===== config.mk =====
export PLATFORM = sky130hd
export DESIGN_NAME = word_unstacker
export DESIGN_NICKNAME = d
export VERILOG_FILES = /design/src/rtl/word_unstacker.sv
export SDC_FILE = /design/constraint.sdc
export NUM_CORES = 1
export LEC_CHECK = 0
export CELL_PAD_IN_SITES_DETAIL_PLACEMENT = 1
export CELL_PAD_IN_SITES_GLOBAL_PLACEMENT = 1
export CORE_MARGIN = 3
export CORE_UTILIZATION = 39
export DETAILED_ROUTE_END_ITERATION = 10
export PLACE_DENSITY = 0.88
export SYNTH_ARGS = -nofsm -noshare
export SYNTH_HDL_FRONTEND = slang
export SYNTH_SLANG_ARGS = --single-unit

===== constraint.sdc =====
create_clock -name clk_i -period 3.2 [get_ports clk_i]
set_clock_uncertainty 0.15 [all_clocks]
set_input_delay 0.48 -clock clk_i [delete_from_list [all_inputs] [get_ports clk_i]]
set_output_delay 0.48 -clock clk_i [all_outputs]
set_load 0.02 [all_outputs]

===== src/rtl/word_unstacker.sv =====
// Splits each accepted 128-bit block into four 32-bit words, most significant word first.
// A new block can load on the same edge the final word leaves, so the output can carry one word every cycle.
module word_unstacker (
  input  logic         clk_i,
  input  logic         rst_ni,
  input  logic         clr_i,
  input  logic         enable_i,
  input  logic         valid_i,
  output logic         ready_o,
  input  logic [127:0] block_i,
  output logic         valid_o,
  input  logic         ready_i,
  output logic [31:0]  word_o,
  output logic         last_o
);

  logic [127:0] r_data;
  logic [1:0]   r_cnt;
  logic         r_full;

  logic         w_active;
  logic         w_at_last;
  logic         w_in_hs;
  logic         w_out_hs;

  assign w_active  = enable_i & ~clr_i;
  assign w_at_last = (r_cnt == 2'd3);
  assign ready_o   = w_active & (~r_full | (ready_i & w_at_last));
  assign valid_o   = w_active & r_full;
  assign last_o    = valid_o & w_at_last;
  assign w_in_hs   = valid_i & ready_o;
  assign w_out_hs  = valid_o & ready_i;

  // The selected slice is visible even when valid_o is low.
  always_comb begin
    word_o = r_data[127:96];
    case (r_cnt)
      2'd0: word_o = r_data[127:96];
      2'd1: word_o = r_data[95:64];
      2'd2: word_o = r_data[63:32];
      2'd3: word_o = r_data[31:0];
    endcase
  end

  always_ff @(posedge clk_i or negedge rst_ni) begin
    if (!rst_ni) begin
      r_data <= '0;
      r_cnt  <= 2'd0;
      r_full <= 1'b0;
    end else if (clr_i) begin
      r_data <= '0;
      r_cnt  <= 2'd0;
      r_full <= 1'b0;
    end else if (w_in_hs) begin
      // Loading also covers the zero-bubble case where the last word leaves on this edge.
      r_data <= block_i;
      r_cnt  <= 2'd0;
      r_full <= 1'b1;
    end else if (w_out_hs) begin
      if (w_at_last) begin
        r_cnt  <= 2'd0;
        r_full <= 1'b0;
      end else begin
        r_cnt  <= r_cnt + 2'd1;
      end
    end
  end

endmodule


==> metrics.yaml <==
yosys:
  yosysMostFrequentCell: "dfrtp_1"
  synth_top_cell_by_area: "dfrtp_1"
  yosys-top-cells-count: "dfrtp_1 (131), nand3_1 (128), nand2_1 (97)"
  async_flop_share_pct: 100
  netlist_top_cells_area: "dfrtp_1 (53%), nand3_1 (10%), o21ai_0 (7.7%)"
  syn_area_um2: 6220
  ys_ff_latch: 131
  synth_top_area_share_pct: 52.7
  syn_area_per_cell_um2: 9.27
  yosysSeqAreaShare_pct: 52.7
  synth_cell_types: 25
  ys.flop_type: "dfrtp_1"
  synth_edf_count: 0
  yosysWarnings: 0
  synth_nets: 809
  synthCells: 671
routing:
  vias_per_cell: 5.72
  postRouteAntennaNets: 0
  post_drt_wl_per_cell_um: 21.3
  route.vias.total: 5886
  drc_errors: 0
  drt-initial-drc-count: 628
  wl_mm: 21.9
  dr.pass1.iters: 5
die:
  die_width_um: 132
  die_area_um2: 17500
  io_pins: 169
  core_area_um2: 15400
  die_h_um: 132
  num_rows: 45
  initial_utilization_pct: 40.3
power:
  p_switching_mw: 1.03
  p_sw_share_pct: 24.4
  powerDensity_nw_per_um2: 485
  pwr-share-comb_pct: 13.0
  p_clk_share_pct: 44.4
  seqPwrFrac_pct: 42.6
  p_int_mw: 3.19
  vdd_drop_max_mv: 0.377
  power.leakage_nw: 3.81
grt:
  grt_max_degree: 129
  track_usage_pct: 25.7
  grt_pass1_vias: 6547
  antenna_found_initial: 1
  grt_pass1_wl_mm: 36.0
  grt_remaining_overflow: 0
run_status:
  status: "finished, final reports clean"
finish:
  finalCoreUtilization_pct: 56.4
  fin_nets: 943
  area.sequential_um2: 3280
  fillCellCount: 1715
  area_growth_pct: 40.0
  multiInputGateArea_um2: 2540
  drive_gt1_share_pct: 6.36
timing:
  min_period_over_period_pct: 96.9
  max_freq_mhz: 322
  timing.slew.headroom_pct: 52.7
  period_needed_ns: 3.10
  finalSetupViolations: 0
  worst_slew_pin_slew_ns: 0.709
  fin_setup_tns_ns: 0
  slew_violations: 0
  hold_violations: 0
setup_path:
  start_kind: "flip-flop"
  cp_max_fo: 12
  end_kind: "primary output"
  arrival_ns: 2.47
  crit_type: "flip-flop to primary output"
  critical_path_required_ns: 2.57
place:
  place_congestion: 0.847
  dpl.hpwl_mm: 14.4
  port_buffers: 168
clocking:
  cts_tree: "yes"
  clk_path_buf_depth: 2
  cts_setup_buffers: 0
  clkSinkCount: 131
  clkLatencyLatePin_ns: 0.41
  ctsRootBufferMaster: "clkbuf_16"
  h-tree-depth: 4
  clk_pin_slew_worst_paths_ns: 0.05
  numCtsBuffers: 17
min_path:
  worstHoldPathType: "input pin to flip-flop"
job:
  cap_violations: 0
layout by cell type (no fill, tap or decap), drive strengths merged, types with 27 or more instances in the layout:
cell type      instances
o21ai                 96
clkdlybuf4s50        157
nand3                128
nand2                 97
o31ai                 32
a222oi                32
mux2i                 33
dfrtp                131
clkbuf                27
inv                   36
cell families after synthesis:
logic type      after synthesis  share of synthesized area (%)
fa+ha+maj                     4                          0.805
simple gates                234                           17.2
flops                       131                           52.7
buf+inv                     106                           6.86
compound gates              163                           17.1
mux                          33                           5.31
registers in the layout, indices dropped and copies added, names as in the netlist:
| name | cells |
|---|---|
| r_cnt | 2 |
| r_data | 128 |
| r_full | 1 |
path summary, 6_finish.rpt:
path / slack [ns] / cells after the start / start / to
setup / recovery: 0.1 / 6 / r_cnt[0] / word_o[7]
hold / removal: 0.29 / 2 / clr_i / r_data[101]
setup reg to reg: 0.83 / 6 / r_cnt[0] / r_data[2]
hold reg to reg: 0.38 / 2 / r_data[37] / r_data[37]
max in group asynchronous: 1.61 / 3 / rst_ni / r_data[25]
min in group asynchronous: 0.51 / 2 / rst_ni / r_data[45]
repair_timing:
action,in CTS,in global routing
endpoints found under the setup margin,1,21
gates resized for setup,1,11
hold endpoints to repair,73,0
pin swaps,1,5
hold buffers,1,0
cloned,0,0
area by class of cell:
type,instances,area share [%]
flip-flops and latches,131,37.7
clock inverters,4,0.518
clock buffers,27,6.01
inverters,36,1.55
repair buffers,185,22.0
diodes,1,0.0288
well taps,211,3.03
multi-input cells,434,29.2
power groups by stage:
stage	sequential [mW]	clock [mW]	combinational, mW
floorplan	1.80	0	0.228
global placement	1.82	0	0.528
detailed placement	1.82	0	0.547
CTS	1.80	1.89	0.554
global route	1.80	1.98	0.599
finish	1.80	1.87	0.549
metrics by stage:
stage / std cells / instance area, um2 / hold WS (ns) / setup slack, ns / power (mW)
final: 1029 / 8700 / 0.288 / 0.0983 / 4.22
after detailed placement: 996 / 8090 / 0.372 / 0.434 / 2.37
after CTS: 1028 / 8670 / 0.271 / 0.0212 / 4.24
after floorplan: 671 / 6220 / 0.0344 / 0.811 / 2.03
after global routing: 1029 / 8700 / 0.282 / -0.00876 / 4.38
after global placement: 996 / 8090 / 0.367 / 0.507 / 2.34
critical path, cell delays in order (launching register included):
cell,delay (ns)
dfrtp_1,0.43
inv_1,0.15
ha_2,0.31
buf_4,0.25
a222oi_1,0.09
mux2i_1,0.19
clkdlybuf4s50_1,0.65
metal layers:
metal	routed length [um]	vias up	part of all wire (%)	GRT usage, %
met2	11300	206	51	43.0
li1	-	2666	-	-
met3	1020	48	4.6	4.81
met4	593	0	2.7	10.3
met5	0	-	0	0
met1	9070	2966	41	33.0
No activity file was read; power rests on OpenSTA's default activity.
